==> src/rtl/main_fsm_decoder.sv <==
// Multicycle main decoder FSM: fetch/decode/execute/memory/writeback sequencing.
// Optional iterative multiply states are built only when MAIN_FSM_MULT_EN is defined.
module main_fsm_decoder #(
   parameter int MUL_CYCLES = 4,
   parameter int CNT_W      = 8
) (
   input  logic       clk,
   input  logic       reset_n,
   input  logic [1:0] op,
   input  logic [5:0] funct,
   input  logic [3:0] instr74,
   input  logic       mem_ready,
   output logic       mem_req,
   output logic       mem_w,
   output logic       adr_src,
   output logic       ir_w,
   output logic       pc_w,
   output logic       branch,
   output logic [1:0] alu_src_a,
   output logic [1:0] alu_src_b,
   output logic [1:0] result_src,
   output logic [1:0] imm_src,
   output logic [1:0] reg_src,
   output logic       alu_op,
   output logic       reg_w3,
   output logic       reg_w1,
   output logic       post_idx,
   output logic       mul_busy,
   output logic       illegal,
   output logic [3:0] state_dbg
);

   typedef enum logic [3:0] {
      S_RST, S_FETCH, S_DECODE, S_EXR, S_EXI, S_ALUWB, S_MADR,
      S_MRD, S_MWB, S_MWR, S_BR, S_BXEX, S_MUL, S_MULWB
   } state_t;

   state_t state;

   logic is_bx, is_mul_enc, mul_ok, is_dp, is_mem, is_br, dec_illegal;
   logic is_load, is_link, post, base_wb;

   // Instruction class, from IR fields that are stable from DECODE onward.
   assign is_bx      = (op == 2'b00) && (funct == 6'b010010) && (instr74 == 4'b0001);
   assign is_mul_enc = (op == 2'b00) && (funct[5:4] == 2'b00) && (instr74 == 4'b1001);
   assign is_dp      = (op == 2'b00) && !is_bx && !is_mul_enc;
   assign is_mem     = (op == 2'b01);
   assign is_br      = (op == 2'b10) && funct[5];
   assign is_load    = funct[0];
   assign is_link    = funct[4];
   assign post       = ~funct[4];
   assign base_wb    = ~funct[4] | funct[1];
`ifdef MAIN_FSM_MULT_EN
   assign mul_ok     = is_mul_enc;
`else
   assign mul_ok     = 1'b0;
`endif
   assign dec_illegal = !(is_bx | mul_ok | is_dp | is_mem | is_br);
   assign state_dbg   = state;

`ifdef MAIN_FSM_MULT_EN
   logic [CNT_W-1:0] cnt;
`endif

   always_ff @(posedge clk or negedge reset_n) begin
      if (!reset_n) begin
         state <= S_RST;
`ifdef MAIN_FSM_MULT_EN
         cnt   <= '0;
`endif
      end else begin
         case (state)
            S_RST:    state <= S_FETCH;
            S_FETCH:  if (mem_ready) state <= S_DECODE;
            S_DECODE: begin
               if (is_bx)        state <= S_BXEX;
`ifdef MAIN_FSM_MULT_EN
               else if (mul_ok) begin
                  state <= S_MUL;
                  cnt   <= CNT_W'(MUL_CYCLES - 1);
               end
`endif
               else if (is_dp)   state <= funct[5] ? S_EXI : S_EXR;
               else if (is_mem)  state <= S_MADR;
               else if (is_br)   state <= S_BR;
               else              state <= S_FETCH;
            end
            S_EXR, S_EXI: state <= S_ALUWB;
            S_MADR:   state <= is_load ? S_MRD : S_MWR;
            S_MRD:    if (mem_ready) state <= S_MWB;
            S_MWR:    if (mem_ready) state <= S_FETCH;
`ifdef MAIN_FSM_MULT_EN
            S_MUL: begin
               if (cnt == '0) state <= S_MULWB;
               else           cnt   <= cnt - 1'b1;
            end
            S_MULWB:  state <= S_FETCH;
`endif
            S_ALUWB, S_MWB, S_BR, S_BXEX: state <= S_FETCH;
            default:  state <= S_RST;
         endcase
      end
   end

   always_comb begin
      mem_req = 1'b0; mem_w = 1'b0; adr_src = 1'b0; ir_w = 1'b0; pc_w = 1'b0;
      branch = 1'b0; alu_src_a = 2'b00; alu_src_b = 2'b00; result_src = 2'b00;
      imm_src = 2'b00; reg_src = 2'b00; alu_op = 1'b0; reg_w3 = 1'b0;
      reg_w1 = 1'b0; post_idx = 1'b0; mul_busy = 1'b0; illegal = 1'b0;
      case (state)
         S_FETCH: begin
            mem_req = 1'b1; alu_src_a = 2'b01; alu_src_b = 2'b10; result_src = 2'b10;
            ir_w = mem_ready; pc_w = mem_ready;
         end
         S_DECODE: begin
            alu_src_a = 2'b01; alu_src_b = 2'b10; illegal = dec_illegal;
            if (is_mem) begin
               imm_src = 2'b01; reg_src = is_load ? 2'b00 : 2'b10;
            end else if (is_br) begin
               imm_src = 2'b10; reg_src = is_link ? 2'b11 : 2'b01;
            end
         end
         S_EXR: alu_op = 1'b1;
         S_EXI: begin
            alu_src_b = 2'b01; alu_op = 1'b1;
         end
         S_ALUWB: reg_w3 = 1'b1;
         S_MADR: begin
            alu_src_b = funct[5] ? 2'b00 : 2'b01; imm_src = 2'b01; post_idx = post;
         end
         S_MRD: begin
            mem_req = 1'b1; adr_src = 1'b1; post_idx = post;
         end
         S_MWB: begin
            result_src = 2'b01; reg_w3 = 1'b1; reg_w1 = base_wb;
         end
         S_MWR: begin
            mem_req = 1'b1; mem_w = 1'b1; adr_src = 1'b1; post_idx = post;
            reg_w1 = base_wb & mem_ready;
         end
         S_BR: begin
            branch = 1'b1; imm_src = 2'b10; alu_src_a = 2'b01; alu_src_b = 2'b01;
            reg_w3 = is_link; reg_src = is_link ? 2'b11 : 2'b00;
         end
         S_BXEX: branch = 1'b1;
`ifdef MAIN_FSM_MULT_EN
         S_MUL: mul_busy = 1'b1;
         S_MULWB: begin
            reg_w1 = 1'b1; reg_w3 = funct[3];
         end
`endif
         default: ;
      endcase
   end

endmodule

==> config.mk <==
export PLATFORM = sky130hd
export DESIGN_NAME = main_fsm_decoder
export DESIGN_NICKNAME = d
export VERILOG_FILES = /design/src/rtl/main_fsm_decoder.sv
export SDC_FILE = /design/constraint.sdc
export NUM_CORES = 1
export LEC_CHECK = 0
export CAP_MARGIN = 20
export CORE_MARGIN = 5
export CORE_UTILIZATION = 40
export DETAILED_ROUTE_END_ITERATION = 12
export PLACE_DENSITY = 0.84
export SETUP_SLACK_MARGIN = 0.4
export SYNTH_ARGS = -nofsm -noshare
export SYNTH_HDL_FRONTEND = slang
export SYNTH_SLANG_ARGS = --single-unit
==> constraint.sdc <==
create_clock -name clk -period 3.51 [get_ports clk]
set_input_delay 0.351 -clock clk [delete_from_list [all_inputs] [get_ports clk]]
set_output_delay 0.351 -clock clk [all_outputs]
set_load 0.01 [all_outputs]
* Yosys cells after proc, flatten, opt, wreduce, memory -nomap -nowiden
Cells that the tools add are included.
** Word-level totals
- Output and inout port bits :: 26
- Input bits :: 15
- Register bits :: 4
** Cells by class
- Mux-type cells :: 33
- Reductions and logical operators :: 24
- Equality and inequality tests :: 19
- Bitwise gates (word level) :: 6
** Operators by type and width (count)
- 4-bit 2-to-1 mux :: 8
- 4-bit case mux with 7 select lines :: 1
- 4-bit equality test (second input constant) :: 5
- 4-bit by 3-bit equality test with 1-bit output (second input constant) :: 4
- 2-bit 2-to-1 mux :: 7
- 2-bit case mux with 3 select lines :: 2
- 2-bit OR reduction :: 6
- 1-bit 2-to-1 mux :: 10
- 3-bit OR reduction :: 3
- 4-bit by 1-bit equality test with 1-bit output (second input constant) :: 2
- 4-bit by 2-bit equality test with 1-bit output (second input constant) :: 2
- 2-bit case mux with 2 select lines :: 2
- 1-bit logical AND :: 7
- 6-bit by 5-bit equality test with 1-bit output (second input constant) :: 1
- 2-bit != test (second input constant) :: 3
- 5-bit OR reduction :: 1
- 2-bit zero test :: 2
- 4-bit zero test :: 1
- 1-bit OR :: 4
- 1-bit case mux with 2 select lines :: 2
- 1-bit zero test :: 3
- 3-bit 2-to-1 mux :: 1
- 3-bit AND reduction :: 1
- 2-bit by 1-bit equality test with 1-bit output (second input constant) :: 1
- other kinds (3) :: 3

* Longest topological paths before layout
Gate-level depths: netlist of the first run.
- Word-level depth :: 11
- Depth in mapped cells :: 5
- Gate-level depth less buffers :: 4

* Worst setup path before layout of the first run
Ideal clock, no wire load.
- Kind :: register to output
- Start :: register state[2] (netlist: state_dbg[2])
- End :: output pc_w
- Cell stages (with the launch flop) :: 5
- Arrival :: 1.529 ns
- Path slack :: 1.630 ns
- Path through :: dfrtp_1 -> buf_2 -> buf_2 -> nor4_1 -> buf_4
** On the way
- Word-level cells in the longest chain between the ends :: 2
** Ends and longest elaborated chain
- start, declared :: RTL line 38 : state_t state;
- start signal, assigned :: RTL line 83 : else if (is_dp) state <= funct[5] ? S_EXI : S_EXR;
- start signal, assigned :: RTL line 89 : S_MADR: state <= is_load ? S_MRD : S_MWR;
- 4-bit by 1-bit equality test with 1-bit output
- 1-bit 2-to-1 mux
- end, declared :: RTL line 17 : output logic pc_w,
No other way between the ends.

* Final worst setup path of the first run
- Start :: register state[2] (netlist: state_dbg[2])
- End :: output illegal
** On the way
- Word-level cells in the longest chain between the ends :: 2
** Ends and longest elaborated chain
- 4-bit by 2-bit equality test with 1-bit output :: RTL line 110 : case (state)
- 1-bit 2-to-1 mux :: RTL line 110
- end, declared :: RTL line 29 : output logic illegal,
No other way between the ends.

==> results of run 1 <==
## final cells by class
type | count | area share
Timing Repair Buffer | 38 | 0.350
Clock buffer | 3 | 0.0207
Tap cell | 25 | 0.0288
Inverter | 6 | 0.0230
Multi-Input combinational cell | 79 | 0.486
Sequential cell | 4 | 0.0921
## critical path, stage by stage, from the launching register on
cell and delay, ps:
dfrtp_1 630, nor2_1 310, nand2_2 150, a2111oi_4 360
and2_1 180, clkdlybuf4s50_1 530
## layer usage
| layer | share of wire | wire [microns] | track usage |
|---|---|---|---|
| met5 | 0 | 0 | 0 |
| met3 | 0.063 | 143 | 0.0287 |
| met2 | 0.52 | 1180 | 0.333 |
| met4 | 0.021 | 48 | 0.105 |
| met1 | 0.39 | 888 | 0.213 |
## cell families (layout without fill, tap and decap cells)
group / after synthesis / in the layout / share of synthesized area
multiplexers: 1 / 1 / 0.0142
flip-flops: 4 / 4 / 0.142
buffers and inverters: 14 / 47 / 0.112
AO/OA/AOI/OAI: 31 / 31 / 0.336
AND/OR/NAND/NOR: 45 / 45 / 0.390
other: 1 / 2 / 0.00533
## layout by cell type (no fill, tap or decap), types with 2 or more instances in the layout
cell | Yosys | routed
nor2_1 | 11 | 11
a21boi_0 | 2 | 2
nor2b_1 | 5 | 5
a31o_2 | 2 | 2
clkdlybuf4s50_1 | 0 | 38
nor3_1 | 6 | 6
a22oi_1 | 2 | 2
nand3_1 | 3 | 3
inv_1 | 5 | 5
o21ai_1 | 5 | 5
conb_1 | 1 | 2
nor4b_2 | 2 | 2
nand2b_1 | 3 | 3
a21oi_1 | 5 | 5
o21a_1 | 2 | 2
nand2_1 | 4 | 4
dfrtp_1 | 4 | 4
clkbuf_4 | 0 | 3
a211oi_1 | 2 | 2
## cells in the mapped netlist, types with 2 or more instances
library cell	n	area [sq um]
nor4b_2	2	30.0
a211oi_1	2	15.0
nor3_1	6	30.0
inv_1	5	18.8
a21oi_1	5	25.0
dfrtp_1	4	100
nor2b_1	5	31.3
o21ai_1	5	25.0
buf_4	3	22.5
a21boi_0	2	15.0
nand2_1	4	15.0
nand2b_1	3	18.8
a22oi_1	2	15.0
nand3_1	3	15.0
a31o_2	2	17.5
o21a_1	2	15.0
buf_2	4	20.0
nor2_1	11	41.3
## per-stage QoR
stage,std cells,area [sq um],total power [mW]
final,155,1090,0.669
after global routing,155,1090,0.729
after CTS,155,1090,0.673
after detailed placement,152,1060,0.610
after global placement,152,1060,0.598
after floorplan,97,707,0.401
## final timing paths
kind | startpoint | to | slack [ps] | depth (start not counted)
min in group clk | state_dbg[3]$_DFFE_PN0P_ | state_dbg[2]$_DFFE_PN0P_ | 800 | 1
min reg2reg | state_dbg[3]$_DFFE_PN0P_ | state_dbg[2]$_DFFE_PN0P_ | 800 | 1
max | state_dbg[2]$_DFFE_PN0P_ | illegal | 760 | 5
min | reset_n | state_dbg[2]$_DFFE_PN0P_ | 330 | 1
max reg2reg | state_dbg[2]$_DFFE_PN0P_ | state_dbg[0]$_DFFE_PN0P_ | 1850 | 4
max in group asynchronous | reset_n | state_dbg[3]$_DFFE_PN0P_ | 2990 | 1
## where the power goes
part,internal (mW),switching (mW)
Clock,0.0386,0.0238
Sequential,0.0610,0.0857
Combinational,0.255,0.205
Total,0.355,0.314
==> metrics, run 1 <==
status=complete, no violations; TritonCTS clock tree=done; WHS=327 ps; number of synthesized register bits=4; row cnt=15; Via Count=864; top_reg_cell synth=dfrtp_1; setup TNS=0 ps; placed wire-length estimate=1800 microns; worst vdd ir=354 uV; CTS max path bufs=2; CTS Hold Bufs=0; DRC=0; postcts setup bufs=0; Nets=147; RSZ-0062 raised after global routing=no; post-CTS sizing=0; Pins Over Slew Limit=0; pwr/cell area=615 mW/mm^2; final setup vio count=0; CP Class=register to output pin; Seq/Total Area, Yosys=0.142; vias per cell=5.57; total wire length=2260 microns; Die Ht=51.9 microns; first-pass GRT wire length=3830 microns; clock skew=1.95 ps; die area=0.00270 sq mm; final worst path period share=0.784; latest clock arrival within the worst-skew pair=240 ps; Rel. slew slack=0.539; Root Buffer=clkbuf_4; CP Launch Type=register; GR Util All Layers=0.189; Lkg Pwr=0.388 nW; CP max FO=24; IO Count=41; DRT iter0 DRCs=8; Worst-path clk slew=40 ps; Worst Tran Pin Value=691 ps; fmax=0.364 GHz; Synth Instances=96; Initial Util=0.412; vias in the first global route=842; buffers added on ports=38; multi-input logic area=528 sq um; CP arrival=2400 ps; Placement Setup Slack=852 ps; mapped cell area=703 sq um; drt first pass iters=4; final hold violations=0; distinct cell type count after synthesis=44; H-Tree Depth=1; largest net degree at the start of global routing=25; share of cells above drive strength 1=0.115; width of the die=51.9 microns; total global routing overflow=0; post-route ant nets=0; max reg flops=4; MaxCap Viol Count=0; routed len/inst=14.6 microns; core box area=0.00171 sq mm; synth-to-layout area growth=54.6%; hold crit path type=primary input to async pin; worst setup margin=760 ps; Synth Warn #=0; number of antenna diodes=0; clk sink count=4; Period minus WS final=2750 ps; Post-synth EDFFs=0; fin util=0.637; FFs w/ async S/R, synth=1.00; initial antenna violation count=0; Sequential Area=100 sq um; Num CTS Buffers=3; Syn Area/Cell=7.32 sq um; Fill cells=156; Worst Setup End Kind=output pin; Critical Path RT=3160 ps; Routability Congestion=0.821
Note: power is estimated with default switching activity, not from simulation.
==> inputs of run 2 (changes only) <==
--- a/config.mk
+++ b/config.mk
@@ -7,9 +7,9 @@
 export LEC_CHECK = 0
 export CAP_MARGIN = 20
 export CORE_MARGIN = 5
-export CORE_UTILIZATION = 40
+export CORE_UTILIZATION = 37
 export DETAILED_ROUTE_END_ITERATION = 12
-export PLACE_DENSITY = 0.84
+export PLACE_DENSITY = 0.79
 export SETUP_SLACK_MARGIN = 0.4
 export SYNTH_ARGS = -nofsm -noshare
 export SYNTH_HDL_FRONTEND = slang
==> constraint.sdc (replaced) <==
create_clock -name clk -period 2.86 [get_ports clk]
set_input_delay 0.286 -clock clk [delete_from_list [all_inputs] [get_ports clk]]
set_output_delay 0.286 -clock clk [all_outputs]
set_load 0.01 [all_outputs]
==> run 2 against run 1 <==
Against the previous run: global-route usage shrank 2.6 points; non-clock buffer count rose by 8; largest power group unchanged; die area grew 6.5%.
==> metrics, run 2 (synthesis gave the netlist of run 1 again) <==
max reg flops=4 (unchanged); IO Count=41 (unchanged); pwr/cell area=743 mW/mm^2 (was 615 mW/mm^2); fmax=0.418 GHz; buffers added on ports=38 (unchanged); width of the die=53.6 microns (was 51.9 microns); largest net degree at the start of global routing=21 (was 25); CP arrival=2100 ps (was 2400 ps); routed len/inst=14.1 microns (was 14.6 microns); overall power=0.882 mW (was 0.669 mW); clk sink count=4 (unchanged); share of cells above drive strength 1=0.203 (was 0.115); die area=0.00287 sq mm (was 0.00270 sq mm); final hold violations=0 (unchanged); post-route ant nets=0 (unchanged); latest clock arrival within the worst-skew pair=240 ps (about the same); placed inst area=0.00109 sq mm (was 0.00106 sq mm); crit-path cells=clkdlybuf4s50_1 > nor3b_2 > a21oi_1 > a2111oi_4 > and2_1 > clkdlybuf4s50_1 (was nor2_1 > nand2_2 > a2111oi_4 > and2_1 > clkdlybuf4s50_1); Root Buffer=clkbuf_4 (unchanged); placed wire-length estimate=1750 microns (was 1800 microns); Critical Path RT=2570 ps (was 3160 ps); Worst path most repeated cell=clkdlybuf4s50_1; Critical path buffers and inverters=2 (was 1); Clk network pwr share=0.083 (was 0.093); TritonCTS clock tree=done (unchanged); vias in the first global route=792 (was 842); DRC=0 (unchanged); MaxCap Viol Count=0 (unchanged); drt first pass iters=4 (unchanged); total global routing overflow=0 (unchanged); Period minus WS final=2390 ps; setup TNS=0 ps (unchanged); Nets=155 (was 147); core box area=0.00176 sq mm (was 0.00171 sq mm); cell-internal power=0.489 mW (was 0.355 mW); Largest delay share family, worst path=buffers and inverters (was simple AND/OR/NAND/NOR gates); Worst-path clk slew=40 ps (about the same); Initial Util=0.399 (was 0.412); synth-to-layout area growth=68.9% (was 54.6%); CP Class=primary input to output pin (was register to output pin); RSZ-0062 raised after global routing=yes (was no); Fill cells=162 (was 156); first-pass GRT wire length=3470 microns (was 3830 microns); Worst Setup End Kind=output pin (unchanged); fin area=0.00119 sq mm (was 0.00109 sq mm); final setup vio count=0 (unchanged); H-Tree Depth=1 (unchanged); Lkg Pwr=0.465 nW (was 0.388 nW); initial antenna violation count=0 (unchanged); Routability Congestion=0.799 (was 0.821); fin util=0.673 (was 0.637); CP Launch Type=primary input (was register); Pins Over Slew Limit=0 (unchanged); placed cells=155 (was 152); number of antenna diodes=0 (unchanged); Post-Layout Cell Count=163 (was 155); final worst path period share=0.836; worst vdd ir=436 uV (was 354 uV); CTS Hold Bufs=0 (unchanged); CP max FO=3 (was 24); Via Count=872 (was 864); most common cell after layout, fill and taps aside=clkdlybuf4s50_1 (unchanged); Num CTS Buffers=3 (unchanged); GR Util All Layers=0.163 (was 0.189); status=complete, no violations (unchanged); DRT iter0 DRCs=22 (was 8); Combinational Power Share=0.796 (was 0.687); CTS max path bufs=2 (unchanged); Net Sw Frac=0.446 (was 0.470); commonest cells after routing, fill and taps aside=35 x clkdlybuf4s50_1, 11 x nor2_1, 8 x buf_4, 6 x nor3_1 (was 38 x clkdlybuf4s50_1, 11 x nor2_1, 6 x nor3_1); CP max stage cell=clkdlybuf4s50_1 (was dfrtp_1); Die Ht=53.6 microns (was 51.9 microns); row cnt=15 (unchanged); clock skew=4.59 ps (was 1.95 ps); total wire length=2300 microns (was 2260 microns); Max stage delay on crit path=530 ps (was 630 ps); hold crit path type=primary input to async pin (unchanged); vias per cell=5.35 (was 5.57); Flop pwr share=0.121 (was 0.219); net switching power=0.394 mW (was 0.314 mW)
-- run 2: cell count changes in the layout (fill, tap and decap cells not counted), sizes merged --
cell           delta
dlymetal6s2s      +3
clkdlybuf4s50     -3
buf               +8
-- run 2: what timing repair did --
action,4_1_cts,5_1_grt
gates resized for setup,3,8
endpoints found under the setup margin,2,5
pin swaps,1,1
endpoints found under the hold margin,0,0
buffers inserted,0,5
-- run 2: cell type report --
class | instances | area, sq um | area share
clock buffers | 3 | 22.5 | 0.0190
inverters | 6 | 25.0 | 0.0211
multi-input cells | 79 | 557 | 0.469
flip-flops and latches | 4 | 104 | 0.0875
well taps | 25 | 31.3 | 0.0263
repair buffers | 46 | 448 | 0.377
-- run 2: power groups by stage --
stage	Sequential, mW	Clock, mW	Combinational (mW)
2_1_floorplan	0.121	0	0.371
3_3_place_gp	0.123	0	0.632
3_5_place_dp	0.123	0	0.642
4_1_cts	0.124	0.0718	0.643
5_1_grt	0.110	0.0816	0.763
6_report	0.107	0.0731	0.703
-- run 2: per-stage QoR --
stage / setup slack, ps / hold WS (ps)
3_5_place_dp: 370 / 499
2_1_floorplan: 1050 / -9.59
3_3_place_gp: 398 / 492
4_1_cts: 416 / 247
6_report: 470 / 252
5_1_grt: 394 / 255
-- run 2: routing by layer --
metal / up-vias / track usage / share of wire
li1: 437 / - / -
met1: 391 / 0.196 / 0.41
met2: 42 / 0.296 / 0.50
met3: 2 / 0.0388 / 0.082
met4: 0 / 0.0255 / 0.0048
met5: - / 0 / 0
-- run 2: worst paths after layout --
| check | startpoint | endpoint | slack [ps] | cells after the start |
|---|---|---|---|---|
| min in group clk | funct[5] | state_dbg[2]$_DFFE_PN0P_ | 500 | 3 |
| worst max register to register | state_dbg[1]$_DFFE_PN0P_ | state_dbg[0]$_DFFE_PN0P_ | 1400 | 5 |
| max in group asynchronous | reset_n | state_dbg[0]$_DFFE_PN0P_ | 2410 | 1 |
| worst min-delay path | reset_n | state_dbg[0]$_DFFE_PN0P_ | 250 | 1 |
| worst min register to register | state_dbg[0]$_DFFE_PN0P_ | state_dbg[2]$_DFFE_PN0P_ | 710 | 2 |
| worst max-delay path | instr74[0] | illegal | 470 | 6 |
-- run 2: worst register-to-register path, cell delays in order (launching register included) --
cell	delay (ps)
dfrtp_1	370
buf_4	190
nand2b_2	250
o21ai_1	160
a22oi_1	100
a211o_1	280
